File: config.mk
export PLATFORM = sky130hd
export DESIGN_NAME = msrv32_store_buffer_flat
export DESIGN_NICKNAME = d
export VERILOG_FILES = /design/src/rtl/msrv32_store_buffer_if.sv /design/src/rtl/msrv32_store_buffer.sv /design/src/flat_wrapper.sv
export SDC_FILE = /design/constraint.sdc
export NUM_CORES = 1
export LEC_CHECK = 0
export CAP_MARGIN = 15
export CORE_ASPECT_RATIO = 0.8
export CORE_MARGIN = 3
export CORE_UTILIZATION = 46
export CTS_BUF_LIST = sky130_fd_sc_hd__clkbuf_16
export DETAILED_ROUTE_END_ITERATION = 6
export PLACE_DENSITY = 0.69
export RECOVER_POWER = 50
export SYNTH_ARGS = -nofsm -noshare
export SYNTH_HDL_FRONTEND = slang
export SYNTH_SLANG_ARGS = --single-unit
File: constraint.sdc
create_clock -name ms_riscv32_mp_clk_in -period 6.66 [get_ports ms_riscv32_mp_clk_in]
set_clock_uncertainty 0.15 [all_clocks]
set_input_delay 1.332 -clock ms_riscv32_mp_clk_in [delete_from_list [all_inputs] [get_ports ms_riscv32_mp_clk_in]]
set_output_delay 1.332 -clock ms_riscv32_mp_clk_in [all_outputs]
set_load 0.02 [all_outputs]
File: src/rtl/msrv32_store_buffer_if.sv
// ---------------------------------------------------------------------------
// msrv32_store_buffer_if
//
// Bundles the execute-side store request and the AHB-side write port of the
// posted-store buffer.
//
//   slave  modport : the store buffer's view (takes stores and AHB ready,
//                    drives the head write and status)
//   master modport : the environment's view (execute stage + AHB slave)
//
// Signals
//   store_valid_in              store request this cycle
//   store_ready_out             buffer can accept a store
//   funct3_in[1:0]              store size: 00 byte, 01 half, 10 word, 11 dword
//   iadder_in[ADDR_W]           effective byte address
//   rs2_in[DATA_W]              store data, right-aligned
//   ahb_ready_in                slave accepts the presented write
//   ms_riscv32_mp_dmaddr_out    head address, lane bits forced to 0
//   ms_riscv32_mp_dmdata_out    head data, lane-steered
//   ms_riscv32_mp_dmwr_mask_out head byte-enable mask
//   ms_riscv32_mp_dmwr_req_out  head entry valid
//   ahb_htrans_out[1:0]         NONSEQ while a write is presented, else IDLE
//   misaligned_out              one-cycle pulse: a store was rejected
//   count_out[CW]               current occupancy
// ---------------------------------------------------------------------------
interface msrv32_store_buffer_if #(
   parameter int DATA_W = 32,
   parameter int ADDR_W = 32,
   parameter int DEPTH  = 4
);
   localparam int NB = DATA_W / 8;
   localparam int CW = $clog2(DEPTH) + 1;

   logic              store_valid_in;
   logic              store_ready_out;
   logic [1:0]        funct3_in;
   logic [ADDR_W-1:0] iadder_in;
   logic [DATA_W-1:0] rs2_in;
   logic              ahb_ready_in;
   logic [ADDR_W-1:0] ms_riscv32_mp_dmaddr_out;
   logic [DATA_W-1:0] ms_riscv32_mp_dmdata_out;
   logic [NB-1:0]     ms_riscv32_mp_dmwr_mask_out;
   logic              ms_riscv32_mp_dmwr_req_out;
   logic [1:0]        ahb_htrans_out;
   logic              misaligned_out;
   logic [CW-1:0]     count_out;

   modport slave (
      input  store_valid_in,
      input  funct3_in,
      input  iadder_in,
      input  rs2_in,
      input  ahb_ready_in,
      output store_ready_out,
      output ms_riscv32_mp_dmaddr_out,
      output ms_riscv32_mp_dmdata_out,
      output ms_riscv32_mp_dmwr_mask_out,
      output ms_riscv32_mp_dmwr_req_out,
      output ahb_htrans_out,
      output misaligned_out,
      output count_out
   );

   modport master (
      output store_valid_in,
      output funct3_in,
      output iadder_in,
      output rs2_in,
      output ahb_ready_in,
      input  store_ready_out,
      input  ms_riscv32_mp_dmaddr_out,
      input  ms_riscv32_mp_dmdata_out,
      input  ms_riscv32_mp_dmwr_mask_out,
      input  ms_riscv32_mp_dmwr_req_out,
      input  ahb_htrans_out,
      input  misaligned_out,
      input  count_out
   );
endinterface

File: src/rtl/msrv32_store_buffer.sv
// ---------------------------------------------------------------------------
// msrv32_store_buffer
//
// Posted-store buffer between the execute stage and the AHB data port.
// One store per cycle is accepted, its data and byte mask are steered onto
// the bus lanes, and the write is queued in a DEPTH-entry FIFO.  The head
// entry is presented on the AHB write port and retires when ahb_ready_in is
// high.  Misaligned stores (and dword stores on a 32-bit bus) are dropped and
// reported with a one-cycle misaligned_out pulse.
//
// Parameters
//   DATA_W  data bus width, 32 or 64
//   ADDR_W  address width (>= 3)
//   DEPTH   FIFO entries, power of two, >= 2
//
// Ports
//   ms_riscv32_mp_clk_in  clock, all state on the rising edge
//   ms_riscv32_mp_rst_in  synchronous active-high reset
//   sb_if                 store request / AHB write bundle (slave modport)
// ---------------------------------------------------------------------------
module msrv32_store_buffer #(
   parameter int DATA_W = 32,
   parameter int ADDR_W = 32,
   parameter int DEPTH  = 4
) (
   input logic                  ms_riscv32_mp_clk_in,
   input logic                  ms_riscv32_mp_rst_in,
   msrv32_store_buffer_if.slave sb_if
);

   localparam int NB = DATA_W / 8;          // byte lanes
   localparam int OB = $clog2(NB);          // lane-offset bits
   localparam int PW = $clog2(DEPTH);       // pointer width
   localparam int CW = PW + 1;              // occupancy width, holds 0..DEPTH
   localparam logic DWORD_OK = (DATA_W == 64);
   localparam logic [CW-1:0] FULL_COUNT = CW'(DEPTH);

   // ------------------------------------------------------------------
   // State
   // ------------------------------------------------------------------
   logic [PW-1:0]     wr_ptr_q, wr_ptr_d;
   logic [PW-1:0]     rd_ptr_q, rd_ptr_d;
   logic [CW-1:0]     count_q, count_d;
   logic              misaligned_q, misaligned_d;

   // Entry storage is never reset; only the pointers/count define validity.
   logic [ADDR_W-1:0] addr_mem_q [DEPTH];
   logic [DATA_W-1:0] data_mem_q [DEPTH];
   logic [NB-1:0]     mask_mem_q [DEPTH];

   // ------------------------------------------------------------------
   // Request decode
   // ------------------------------------------------------------------
   logic              size_ok;
   logic              align_ok;
   logic              legal;
   logic              ready;
   logic              req;
   logic              accept;
   logic              push;
   logic              reject;
   logic              pop;
   logic [OB-1:0]     lane_off;
   logic [NB-1:0]     lane_en;
   logic [DATA_W-1:0] data_trim;
   logic [DATA_W-1:0] data_steer;
   logic [NB-1:0]     mask_steer;
   logic [ADDR_W-1:0] addr_line;

   // A dword store only exists when the bus is 64 bits wide.
   assign size_ok = (sb_if.funct3_in != 2'b11) || DWORD_OK;

   always_comb begin
      align_ok = 1'b1;
      case (sb_if.funct3_in)
         2'b00:   align_ok = 1'b1;
         2'b01:   align_ok = (sb_if.iadder_in[0] == 1'b0);
         2'b10:   align_ok = (sb_if.iadder_in[1:0] == 2'b00);
         default: align_ok = (sb_if.iadder_in[2:0] == 3'b000);
      endcase
   end

   assign legal    = size_ok & align_ok;
   assign lane_off = sb_if.iadder_in[OB-1:0];

   // Lane enables for the right-aligned operand: lanes below the store size.
   // Bytes of rs2 above the store size are zeroed before steering so unused
   // lanes always carry 0.
   generate
      for (genvar gi = 0; gi < NB; gi++) begin : g_lane
         assign lane_en[gi] = (32'(gi) < (32'd1 << sb_if.funct3_in));
         assign data_trim[8*gi +: 8] = lane_en[gi] ? sb_if.rs2_in[8*gi +: 8] : 8'h00;
      end
   endgenerate

   // Alignment guarantees the shifted operand never runs off the top lane.
   assign data_steer = data_trim << {lane_off, 3'b000};
   assign mask_steer = lane_en << lane_off;
   assign addr_line  = {sb_if.iadder_in[ADDR_W-1:OB], {OB{1'b0}}};

   // ------------------------------------------------------------------
   // Handshakes
   // ------------------------------------------------------------------
   // ready depends only on registered occupancy, so ahb_ready_in has no
   // combinational path to store_ready_out.
   assign ready  = (count_q != FULL_COUNT);
   assign req    = (count_q != '0);
   assign accept = sb_if.store_valid_in & ready;
   assign push   = accept & legal;
   assign reject = accept & ~legal;
   assign pop    = req & sb_if.ahb_ready_in;

   always_comb begin
      wr_ptr_d     = wr_ptr_q;
      rd_ptr_d     = rd_ptr_q;
      count_d      = count_q + CW'(push) - CW'(pop);
      misaligned_d = reject;
      if (push) begin
         wr_ptr_d = wr_ptr_q + PW'(1);   // power-of-two depth wraps naturally
      end
      if (pop) begin
         rd_ptr_d = rd_ptr_q + PW'(1);
      end
   end

   // ------------------------------------------------------------------
   // Control registers
   // ------------------------------------------------------------------
   always_ff @(posedge ms_riscv32_mp_clk_in) begin
      if (ms_riscv32_mp_rst_in) begin
         wr_ptr_q     <= '0;
         rd_ptr_q     <= '0;
         count_q      <= '0;
         misaligned_q <= 1'b0;
      end else begin
         wr_ptr_q     <= wr_ptr_d;
         rd_ptr_q     <= rd_ptr_d;
         count_q      <= count_d;
         misaligned_q <= misaligned_d;
      end
   end

   // ------------------------------------------------------------------
   // Entry storage: write at wr_ptr, head read at rd_ptr
   // ------------------------------------------------------------------
   always_ff @(posedge ms_riscv32_mp_clk_in) begin
      if (push && !ms_riscv32_mp_rst_in) begin
         addr_mem_q[wr_ptr_q] <= addr_line;
         data_mem_q[wr_ptr_q] <= data_steer;
         mask_mem_q[wr_ptr_q] <= mask_steer;
      end
   end

   // The head is read straight from storage so a store pushed into an empty
   // buffer is presented the very next cycle; the head only changes on a pop,
   // which keeps the outputs stable while the slave inserts wait states.
   assign sb_if.ms_riscv32_mp_dmaddr_out    = addr_mem_q[rd_ptr_q];
   assign sb_if.ms_riscv32_mp_dmdata_out    = data_mem_q[rd_ptr_q];
   assign sb_if.ms_riscv32_mp_dmwr_mask_out = mask_mem_q[rd_ptr_q];
   assign sb_if.ms_riscv32_mp_dmwr_req_out  = req;
   assign sb_if.ahb_htrans_out              = req ? 2'b10 : 2'b00;
   assign sb_if.store_ready_out             = ready;
   assign sb_if.misaligned_out              = misaligned_q;
   assign sb_if.count_out                   = count_q;

endmodule

File: src/flat_wrapper.sv
// flat-port wrapper written by rule: the top's interface ports become plain ports
module msrv32_store_buffer_flat 
#(
   parameter int DATA_W = 32,
   parameter int ADDR_W = 32,
   parameter int DEPTH  = 4
)
  (ms_riscv32_mp_clk_in, ms_riscv32_mp_rst_in, sb_if_store_valid_in, sb_if_funct3_in, sb_if_iadder_in, sb_if_rs2_in, sb_if_ahb_ready_in, sb_if_store_ready_out, sb_if_ms_riscv32_mp_dmaddr_out, sb_if_ms_riscv32_mp_dmdata_out, sb_if_ms_riscv32_mp_dmwr_mask_out, sb_if_ms_riscv32_mp_dmwr_req_out, sb_if_ahb_htrans_out, sb_if_misaligned_out, sb_if_count_out);
  msrv32_store_buffer_if #(.DATA_W(DATA_W), .ADDR_W(ADDR_W), .DEPTH(DEPTH)) sb_if_i ();
  input logic ms_riscv32_mp_clk_in;
  input logic ms_riscv32_mp_rst_in;
  input wire logic [$bits(sb_if_i.store_valid_in)-1:0] sb_if_store_valid_in;
  input wire logic [$bits(sb_if_i.funct3_in)-1:0] sb_if_funct3_in;
  input wire logic [$bits(sb_if_i.iadder_in)-1:0] sb_if_iadder_in;
  input wire logic [$bits(sb_if_i.rs2_in)-1:0] sb_if_rs2_in;
  input wire logic [$bits(sb_if_i.ahb_ready_in)-1:0] sb_if_ahb_ready_in;
  output wire logic [$bits(sb_if_i.store_ready_out)-1:0] sb_if_store_ready_out;
  output wire logic [$bits(sb_if_i.ms_riscv32_mp_dmaddr_out)-1:0] sb_if_ms_riscv32_mp_dmaddr_out;
  output wire logic [$bits(sb_if_i.ms_riscv32_mp_dmdata_out)-1:0] sb_if_ms_riscv32_mp_dmdata_out;
  output wire logic [$bits(sb_if_i.ms_riscv32_mp_dmwr_mask_out)-1:0] sb_if_ms_riscv32_mp_dmwr_mask_out;
  output wire logic [$bits(sb_if_i.ms_riscv32_mp_dmwr_req_out)-1:0] sb_if_ms_riscv32_mp_dmwr_req_out;
  output wire logic [$bits(sb_if_i.ahb_htrans_out)-1:0] sb_if_ahb_htrans_out;
  output wire logic [$bits(sb_if_i.misaligned_out)-1:0] sb_if_misaligned_out;
  output wire logic [$bits(sb_if_i.count_out)-1:0] sb_if_count_out;
  assign sb_if_i.store_valid_in = sb_if_store_valid_in;
  assign sb_if_i.funct3_in = sb_if_funct3_in;
  assign sb_if_i.iadder_in = sb_if_iadder_in;
  assign sb_if_i.rs2_in = sb_if_rs2_in;
  assign sb_if_i.ahb_ready_in = sb_if_ahb_ready_in;
  assign sb_if_store_ready_out = sb_if_i.store_ready_out;
  assign sb_if_ms_riscv32_mp_dmaddr_out = sb_if_i.ms_riscv32_mp_dmaddr_out;
  assign sb_if_ms_riscv32_mp_dmdata_out = sb_if_i.ms_riscv32_mp_dmdata_out;
  assign sb_if_ms_riscv32_mp_dmwr_mask_out = sb_if_i.ms_riscv32_mp_dmwr_mask_out;
  assign sb_if_ms_riscv32_mp_dmwr_req_out = sb_if_i.ms_riscv32_mp_dmwr_req_out;
  assign sb_if_ahb_htrans_out = sb_if_i.ahb_htrans_out;
  assign sb_if_misaligned_out = sb_if_i.misaligned_out;
  assign sb_if_count_out = sb_if_i.count_out;
  msrv32_store_buffer #(.DATA_W(DATA_W), .ADDR_W(ADDR_W), .DEPTH(DEPTH)) u_core (.ms_riscv32_mp_clk_in(ms_riscv32_mp_clk_in), .ms_riscv32_mp_rst_in(ms_riscv32_mp_rst_in), .sb_if(sb_if_i));
endmodule
## Word level (Yosys, flattened, before mapping)

Memories as Yosys holds them, arrays and structs flattened. A register that Yosys moved wholly into a read port is not among the register bits.
Cells that the tools add are included.

| storage, ports and cells | value |
|---|---|
| register bits after elaboration | 8 |
| RAM bits | 264 |
| input port bits | 70 |
| output and inout port bits | 76 |
| logic and storage cells | 49 |
| memories kept | 3 |

Memory list:

| memory | depth | bits a word | rd ports | clocked after Yosys merged registers in | write ports | RTL line | text |
|---|---|---|---|---|---|---|---|
| u_core.data_mem_q | 4 | 32 | 1 | 1 | 1 | msrv32_store_buffer.sv:48 | `logic [DATA_W-1:0] data_mem_q [DEPTH];` |
| u_core.addr_mem_q | 4 | 30 | 1 | 1 | 1 | msrv32_store_buffer.sv:47 | `logic [ADDR_W-1:0] addr_mem_q [DEPTH];` |
| u_core.mask_mem_q | 4 | 4 | 1 | 1 | 1 | msrv32_store_buffer.sv:49 | `logic [NB-1:0] mask_mem_q [DEPTH];` |

| operators by class | value |
|---|---|
| $add $sub $neg | 4 |
| $lt $le $gt $ge | 4 |
| eq/ne operators | 4 |
| shift operators | 3 |
| muxes and demuxes | 14 |
| bitwise operators | 7 |
| reductions and logical operators | 6 |

Operators with widths:

| cell | number |
|---|---|
| < comparator 1 x 32 -> 1 bit (first input constant) | 2 |
| < comparator 2 x 32 -> 1 bit (first input constant) | 2 |
| 2-to-1 mux 8 bit | 4 |
| << shifter 1 x 2 -> 32 bit (first input constant) | 1 |
| << shifter 32 x 5 -> 32 bit | 1 |
| 2-to-1 mux 2 bit | 7 |
| AND 1 bit | 5 |
| adder 2 x 1 -> 2 bit (second input constant) | 2 |
| logical NOT 2 bit | 2 |
| << shifter 4 x 2 -> 4 bit | 1 |
| adder 3 x 1 -> 3 bit | 1 |
| logical NOT 3 bit | 1 |
| != test 3 bit (second input constant) | 1 |
| case mux 1 bit (3 select lines) | 1 |
| nonzero test 3 bit | 1 |
| subtractor 3 x 1 -> 3 bit | 1 |
| equality test 2 x 1 -> 1 bit (second input constant) | 1 |
| equality test 2 bit (second input constant) | 1 |
| 2-to-1 mux 1 bit | 2 |
| != test 2 bit (second input constant) | 1 |
| inverter 1 bit | 2 |
| logical AND 1 bit | 1 |
| logical NOT 1 bit | 1 |

## Logic depth before layout (Yosys ltp)

Gate-level depths: netlist of run 1.

| depth | value |
|---|---|
| depth in word-level cells | 7 |
| gate-level depth with buffers | 8 |
| gate-level depth less buffers | 8 |

## Worst setup path after synthesis of run 1

Ideal clock, no wire load.

| path | value |
|---|---|
| path kind | input -> register |
| start | in sb_if_funct3_in[0] |
| end | mem u_core.addr_mem_q[0][0] (netlist bit), enable pin |
| setup time | 0.431 ns |
| data arrival time | 3.738 ns |
| required time | 6.079 ns |
| setup slack | 2.341 ns |
| stages | 3 |
| buffers on the path | 0 |
| path through | or3_4 -> a2111oi_4 -> and2_1 |

| on the way | value |
|---|---|
| cells in the longest elaborated chain, start to end | 7 |
| elaborated cells between the ends (all ways) | 10 |
| those cells by class | eq/ne: 3; mux: 3; bitwise: 2; reduce/logical: 2 |

Ends and longest elaborated chain:

| element | RTL line | text |
|---|---|---|
| from (decl) | flat_wrapper.sv:13 | `input wire logic [$bits(sb_if_i.funct3_in)-1:0] sb_if_funct3_in;` |
| equality test 2 bit (tied with other cells) | msrv32_store_buffer.sv:75 | `case (sb_if.funct3_in)` |
| case mux 1 bit (3 select lines) | msrv32_store_buffer.sv:75 |  |
| AND 1 bit (*) | msrv32_store_buffer.sv:83 | `assign legal = size_ok & align_ok;` |
| AND 1 bit (*) | msrv32_store_buffer.sv:109 | `assign push = accept & legal;` |
| logical AND 1 bit (*) | msrv32_store_buffer.sv:147 | `if (push && !ms_riscv32_mp_rst_in) begin` |
| 2-to-1 mux 1 bit (*) | msrv32_store_buffer.sv:147 |  |
| 2-to-1 mux 1 bit (not written as such) (*) | msrv32_store_buffer.sv:148 | `addr_mem_q[wr_ptr_q] <= addr_line;` |
| to (decl) | msrv32_store_buffer.sv:47 |  |

Every way passes the cells marked *; elsewhere a longest branch is shown, timed or not.

## Worst setup path after layout of run 1

| path | value |
|---|---|
| start | in sb_if_iadder_in[0] |
| end | mem u_core.addr_mem_q[3][9] (netlist bit), enable pin |

| on the way | value |
|---|---|
| cells in the longest elaborated chain, start to end | 7 |
| elaborated cells between the ends (all ways) | 9 |
| those cells by class | mux: 3; bitwise: 3; reduce/logical: 3 |

Ends and longest elaborated chain:

| element | RTL line | text |
|---|---|---|
| from (decl) | flat_wrapper.sv:14 | `input wire logic [$bits(sb_if_i.iadder_in)-1:0] sb_if_iadder_in;` |
| logical NOT 3 bit (tied with other cells) | msrv32_store_buffer.sv:79 | `default: align_ok = (sb_if.iadder_in[2:0] == 3'b000);` |
| case mux 1 bit (3 select lines) (*) | msrv32_store_buffer.sv:75 |  |
| AND 1 bit (*) | msrv32_store_buffer.sv:83 |  |
| AND 1 bit (*) | msrv32_store_buffer.sv:109 |  |
| logical AND 1 bit (*) | msrv32_store_buffer.sv:147 |  |
| 2-to-1 mux 1 bit (*) | msrv32_store_buffer.sv:147 |  |
| 2-to-1 mux 1 bit (not written as such) (*) | msrv32_store_buffer.sv:148 |  |

Marks and branches as above.

==> results of run 1 <==
where the power goes:
| group | switching, uW | internal (uW) |
|---|---|---|
| clock network | 605 | 931 |
| logic | 477 | 573 |
| registers | 119 | 1950 |
| total | 1200 | 3450 |
metal layers:
layer / vias up / part of all wire / global-route usage
li1: 2345 / - / -
met1: 2738 / 0.44 / 0.2517
met2: 238 / 0.47 / 0.2656
met3: 37 / 0.080 / 0.03840
met4: 0 / 0.016 / 0.03249
met5: - / 0 / 0
cells in the mapped netlist (3+ instances only):
cell type and n:
a22oi_1 7, and2_1 13, buf_1 5, buf_2 7, buf_4 8, clkbuf_1 9
dfxtp_1 10, edfxtp_1 264, ha_1 6, inv_1 9, mux2i_1 9, mux4_2 66
nand2_1 11, nand2b_1 3, nor2_1 17, nor2b_1 3, o21a_1 8, o21ai_0 9
o22ai_1 16, xnor2_1 3
critical path: stages:
cell	delay (ns)
dlygate4sd3_1	0.54
clkbuf_1	0.67
or3_1	0.68
a2111oi_4	0.45
and2_2	1.38
through the flow:
step / std cells / hold WS (ns) / power (uW)
final: 971 / 0.3697 / 4655
after global routing: 971 / 0.4146 / 4842
after CTS: 971 / 0.3717 / 4724
after detailed placement: 923 / 0.3599 / 3189
after global placement: 923 / 0.3440 / 3177
after floorplan: 501 / 0.3320 / 2729
cells by family after synthesis:
logic type / count (synthesis)
compound gates: 47
xor+xnor: 4
fa+ha+maj: 7
buf+inv: 38
flops: 274
mux: 76
other cells: 1
simple gates: 52
sequential cells by signal, summed over array words and instances (netlist names), named ones only:
name                         count
u_core.addr_mem_q              120
u_core.mask_mem_q               16
u_core.rd_ptr_q                  2
u_core.wr_ptr_q                  2
u_core.sb_if.misaligned_out      1
u_core.sb_if.count_out           3
u_core.data_mem_q              128
area by class of cell:
cell class	instances	area (um2)
clock buffer	27	675.6
clock inverter	21	236.5
fill	1625	9393
inverter	9	33.78
multi-input combinational	189	2326
sequential	274	8135
tap	306	382.9
timing repair buffer	145	1440
worst max path at each step:
stage / start / to / cells after the start
4_1_cts: flip-flop / sb_if_ms_riscv32_mp_dmaddr_out[8] / 3
2_1_floorplan: sb_if_funct3_in[0] / u_core.addr_mem_q[0][0] / 3
5_1_grt: sb_if_iadder_in[0] / u_core.addr_mem_q[3][4] / 5
6_report: sb_if_iadder_in[0] / u_core.addr_mem_q[3][9] / 5
3_5_place_dp: sb_if_funct3_in[0] / u_core.addr_mem_q[0][22] / 4
3_3_place_gp: sb_if_iadder_in[0] / u_core.addr_mem_q[0][22] / 5
==> out/qor_table.md, run 1 <==
| Result | This run | Unit |
|---|---|---|
| CTS H-tree lvls | 1 | - |
| Post-detailed-routing wire length | 21.20 | mm |
| Worst rel slew slack | -0.1514 | - |
| Final Hold Violating Endpoints | 0 | - |
| #FFs+latches synth | 274 | - |
| Total routing resource utilization after global routing | 0.1699 | - |
| Adder and majority gate portion of the synthesized area | 0.008936 | - |
| Fraction of final layout cells sized beyond drive strength 1 | 0.1774 | - |
| # port buffers | 142 | - |
| Share of synthesized cell area in and, or, nand and nor gates | 0.02493 | - |
| # diodes | 0 | - |
| Longest Clk Path Bufs | 3 | - |
| Hold WC Path Type | reg -> reg | - |
| Power density cells | 351.8 | nW/um2 |
| Path type of the worst setup path | in -> reg | - |
| Via count of the routed design | 5,358 | - |
| Count of cells along the worst register-to-register path | 3 | - |
| Standard-cell row count | 49 | - |
| Core Util, Final | 0.5848 | - |
| Detail Placement HPWL | 13.13 | mm |
| Worst EP arrival | 5.10 | ns |
| Largest net degree at the start of global routing | 67 | - |
| Global-route wire length before repair | 32.63 | mm |
| Commonest register cell after synthesis | edfxtp_1 | - |
| Cell count after synthesis | 499 | - |
| First-pass iteration count of the detailed router | 5 | - |
| Reg2Reg Setup Slack | 3.64 | ns |
| Kind of start point of the critical path | primary input | - |
| Max Clock Freq | 194.6 | MHz |
| Nets@finish | 722 | - |
| Complex-gate fraction of the synthesized area | 0.03210 | - |
| Hold EP | u_core.wr_ptr_q[1] | - |
| Number of resized instances in the post-cts repair step | 0 | - |
| Number of enable-type register cells in the synthesized netlist | 264 | - |
| Largest family of logic cells by synthesized area | multiplexers | - |
| Portion of the post-synthesis area used by sequential elements | 0.7638 | - |
| Synth area leader | edfxtp_1 | - |
| Most common cell after layout, fill and taps aside | edfxtp_1 | - |
| Crit Path Max Fanout | 66 | - |
| Number of buffers added to fix hold violations after cts | 0 | - |
| Ports placed on the boundary | 146 | - |
| Share of the synthesized netlist area taken by xor and xnor gates | 0.003292 | - |
| CTS tree | done | - |
| Initial Utilization | 0.4704 | - |
| Mean post-synth cell area | 21.33 | um2 |
| Async SR Flop Fraction | 0 | - |
| Worst R2R End | u_core.addr_mem_q[3][9] | - |
| CORE AREA | 22,620 | um2 |
| Multiplexer share of the synthesized area | 0.1496 | - |
| Leakage power | 0.004212 | uW |
| Total Neg Setup Slack | 0 | ns |
| Yosys top cell area share | 0.7450 | - |
| Actual slew at the worst max-slew pin | 1.727 | ns |
| Die footprint | 25,010 | um2 |
| Worst r2r src | u_core.sb_if.count_out[1] | - |
| Warning count from the yosys run | 0 | - |
| Most area-consuming cells after synthesis | edfxtp_1 74%, mux4_2 14%, dfxtp_1 1.9% | - |
| VDD IR max | 0.0002526 | V |
| Final Cell Area | 13,230 | um2 |
| Buffers inserted by post-CTS timing repair | 0 | - |
| Pre-CTS WS | 2.256 | ns |
| Highest-count cells in the layout ignoring fill and taps | 264 x edfxtp_1, 104 x clkdlybuf4s50_1, 66 x mux4_2 | - |
| Count of distinct cell types in the synthesized netlist | 36 | - |
| Critical path endpoint category | flip-flop | - |
| Die width | 176.1 | um |
| Synth-to-layout area growth | 24.33 | % |
| Number of max-slew violations in the final report | 107 | - |
| Root buf cell | clkbuf_16 | - |
| Post-Syn Area | 10,640 | um2 |
| Count of max-cap constraint violations | 2 | - |
| Number of nets still failing antenna checks after routing | 0 | - |
| Die Span Y | 142.0 | um |
| Hold Startpoint | u_core.wr_ptr_q[1] | - |
| Detailed Route Iter0 Violations | 583 | - |
| Drt wl/cell | 21.83 | um |
| Violated checks | capacitance limit, slew limit | - |
| Initial antenna violation count | 0 | - |
| Final critical-path share of the clock period | 0.7715 | - |
| Num CTS Buffers | 26 | - |
| Time the final worst path needs with I/O delays and setup | 5.138 | ns |
| Grt total ovfl | 0 | - |
| Number of endpoints failing setup at the final stage | 0 | - |
| Via count of the first global-routing pass | 5,519 | - |
| Post-Place Cell Area | 12,350 | um2 |
| Worst hold path cell count | 2 | - |
| Outcome | complete, but fails checks | - |
| Unrepaired setup endpoints after global routing | false | - |
| Clock latency of the later-clocked register in the worst-skew pair | 0.51 | ns |
| Drt drc | 0 | - |
| Detailed-route vias per instance | 5.518 | - |
| CTS sink cnt | 274 | - |
| Worst-path clk slew | 0.06 | ns |
| Weighted congestion at the end of routability-driven global placement | 0.7980 | - |
| Setup WS post-layout | 1.522 | ns |
| Data required time of the critical path | 6.62 | ns |
Note: power is estimated with default switching activity, not from simulation.
==> inputs of run 2 (changes only) <==
Settings changed: PLACE_DENSITY 0.69 to 0.72.
Clock period 6.66 ns to 4.55 ns, I/O delays scaled along.
==> run 2 against run 1 <==
The run still ends with capacitance limit, slew limit left. First-iteration DRC count fell by 15%. Routed wire length up 5.6%. Setup slack worse by 1.0 ns. Sequential share of layout area is 0.36 points lower. Cell count increased by 0.51%. Clock-buffer cell count unchanged. Register-to-register slack worse by 1.7 ns. Sequential power increased by 44%.
==> out/qor_table.md, run 2 (synthesis gave the netlist of run 1 again) <==
| Result | This run | Unit |
|---|---|---|
| Highest-count cells in the layout ignoring fill and taps | 264 x edfxtp_1, 104 x clkdlybuf4s50_1, 66 x mux4_2 | - |
| CTS H-tree lvls | 1 | - |
| Initial antenna violation count | 0 | - |
| Hold WC Path Type | reg -> reg | - |
| Num CTS Buffers | 26 | - |
| Placed Cells | 929 | - |
| CTS tree | done | - |
| Outcome | complete, but fails checks | - |
| # port buffers | 142 | - |
| Number of max-slew violations in the final report | 39 | - |
| Total Neg Setup Slack | 0 | ns |
| Critical path endpoint category | flip-flop | - |
| Post-detailed-routing wire length | 22.39 | mm |
| Unrepaired setup endpoints after global routing | false | - |
| Initial Utilization | 0.4704 | - |
| Detailed-route vias per instance | 5.535 | - |
| Root buf cell | clkbuf_16 | - |
| Grt total ovfl | 0 | - |
| Final Hold Violating Endpoints | 0 | - |
| Violated checks | capacitance limit, slew limit | - |
| Number of endpoints failing setup at the final stage | 0 | - |
| Count of max-cap constraint violations | 1 | - |
| Worst EP arrival | 4.09 | ns |
| Time the final worst path needs with I/O delays and setup | 4.052 | ns |
| Ports placed on the boundary | 146 | - |
| Post-Place Cell Area | 12,450 | um2 |
| Number of resized instances in the post-cts repair step | 0 | - |
| # diodes | 0 | - |
| First-pass iteration count of the detailed router | 5 | - |
| Max Clock Freq | 246.8 | MHz |
| Die width | 176.1 | um |
| Final Cell Area | 13,310 | um2 |
| Die Span Y | 142.0 | um |
| Data required time of the critical path | 4.59 | ns |
| CORE AREA | 22,620 | um2 |
| Reg2Reg Setup Slack | 1.91 | ns |
| Largest registers | u_core.data_mem_q (128), u_core.addr_mem_q (120), u_core.mask_mem_q (16) | - |
| Power density cells | 510.1 | nW/um2 |
| CTS sink cnt | 274 | - |
| Via count of the routed design | 5,402 | - |
| Die footprint | 25,010 | um2 |
| Nets@finish | 728 | - |
| Detail Placement HPWL | 14.75 | mm |
| Largest net degree at the start of global routing | 67 | - |
| Drt wl/cell | 22.94 | um |
| Weighted congestion at the end of routability-driven global placement | 0.8582 | - |
| Worst-path clk slew | 0.06 | ns |
| Crit Path Max Fanout | 40 | - |
| Buffers inserted by post-CTS timing repair | 0 | - |
| Detailed Route Iter0 Violations | 498 | - |
| Leakage power | 0.004267 | uW |
| Most common cell after layout, fill and taps aside | edfxtp_1 | - |
| Synth-to-layout area growth | 25.06 | % |
| Worst rel slew slack | -0.05293 | - |
| Fraction of final layout cells sized beyond drive strength 1 | 0.1851 | - |
| Final critical-path share of the clock period | 0.8906 | - |
| Clock latency of the later-clocked register in the worst-skew pair | 0.51 | ns |
| Largest register by flop count | u_core.data_mem_q | - |
| Actual slew at the worst max-slew pin | 1.579 | ns |
| Total routing resource utilization after global routing | 0.1794 | - |
| Pre-CTS WS | 0.7189 | ns |
| Core Util, Final | 0.5882 | - |
| Drt drc | 0 | - |
| Path type of the worst setup path | in -> reg | - |
| Global-route wire length before repair | 34.20 | mm |
| Kind of start point of the critical path | primary input | - |
| Longest Clk Path Bufs | 3 | - |
| Post-route non-filler standard cell count | 976 | - |
| Via count of the first global-routing pass | 5,591 | - |
| Number of nets still failing antenna checks after routing | 0 | - |
| Standard-cell row count | 49 | - |
| Number of buffers added to fix hold violations after cts | 0 | - |
| VDD IR max | 0.0003499 | V |
| Flip-flop count of the largest register after layout | 128 | - |
| Setup WS post-layout | 0.4978 | ns |
run 2: changes by cell type in the layout (fill, tap and decap cells not counted), sizes merged:
cell,change
bufinv,-1
clkinvlp,-4
clkinv,+2
buf,+6
inv,+2
run 2: routing by layer:
| layer | up-vias | GRT usage | part of all wire |
|---|---|---|---|
| met5 | - | 0 | 0 |
| met4 | 0 | 0.03040 | 0.014 |
| met3 | 23 | 0.04373 | 0.091 |
| met2 | 269 | 0.2703 | 0.45 |
| met1 | 2754 | 0.2746 | 0.44 |
| li1 | 2356 | - | - |
run 2: path summary, 6_finish.rpt:
path                                   from                 endpoint  cells after the start
hold / removal           u_core.wr_ptr_q[1]       u_core.wr_ptr_q[1]                      2
setup / recovery         sb_if_iadder_in[0]  u_core.addr_mem_q[1][4]                      6
hold reg to reg          u_core.wr_ptr_q[1]       u_core.wr_ptr_q[1]                      2
setup reg to reg  u_core.sb_if.count_out[1]  u_core.addr_mem_q[1][4]                      4
run 2: metrics by stage:
stage / hold WS [ns] / total power [uW]
3_5_place_dp: 0.3728 / 4718
6_report: 0.3852 / 6788
3_3_place_gp: 0.3505 / 4699
4_1_cts: 0.3865 / 6886
2_1_floorplan: 0.3320 / 3994
5_1_grt: 0.4329 / 7059
run 2: power breakdown:
group / switching [uW] / leakage, uW / internal (uW) / total, uW
logic: 776 / 0.00133 / 858 / 1630
registers: 134 / 0.00249 / 2850 / 2990
clock network: 864 / 0.000449 / 1300 / 2170
total: 1770 / 0.00427 / 5010 / 6790
run 2: critical path, cell delays in order:
cell and delay [ns]:
dlygate4sd3_1 0.55, clkbuf_1 0.62, a21o_1 0.44, a2111oi_4 0.41, and2_2 0.74, buf_12 0.34
run 2: area by class of cell:
type                            instances  area [um2]
Multi-Input combinational cell        189        2335
Clock inverter                         20       197.7
Timing Repair Buffer                  151        1548
Clock buffer                           27       675.6
Fill cell                            1615        9315
Sequential cell                       274        8135
Inverter                                9       33.78
Tap cell                              306       382.9
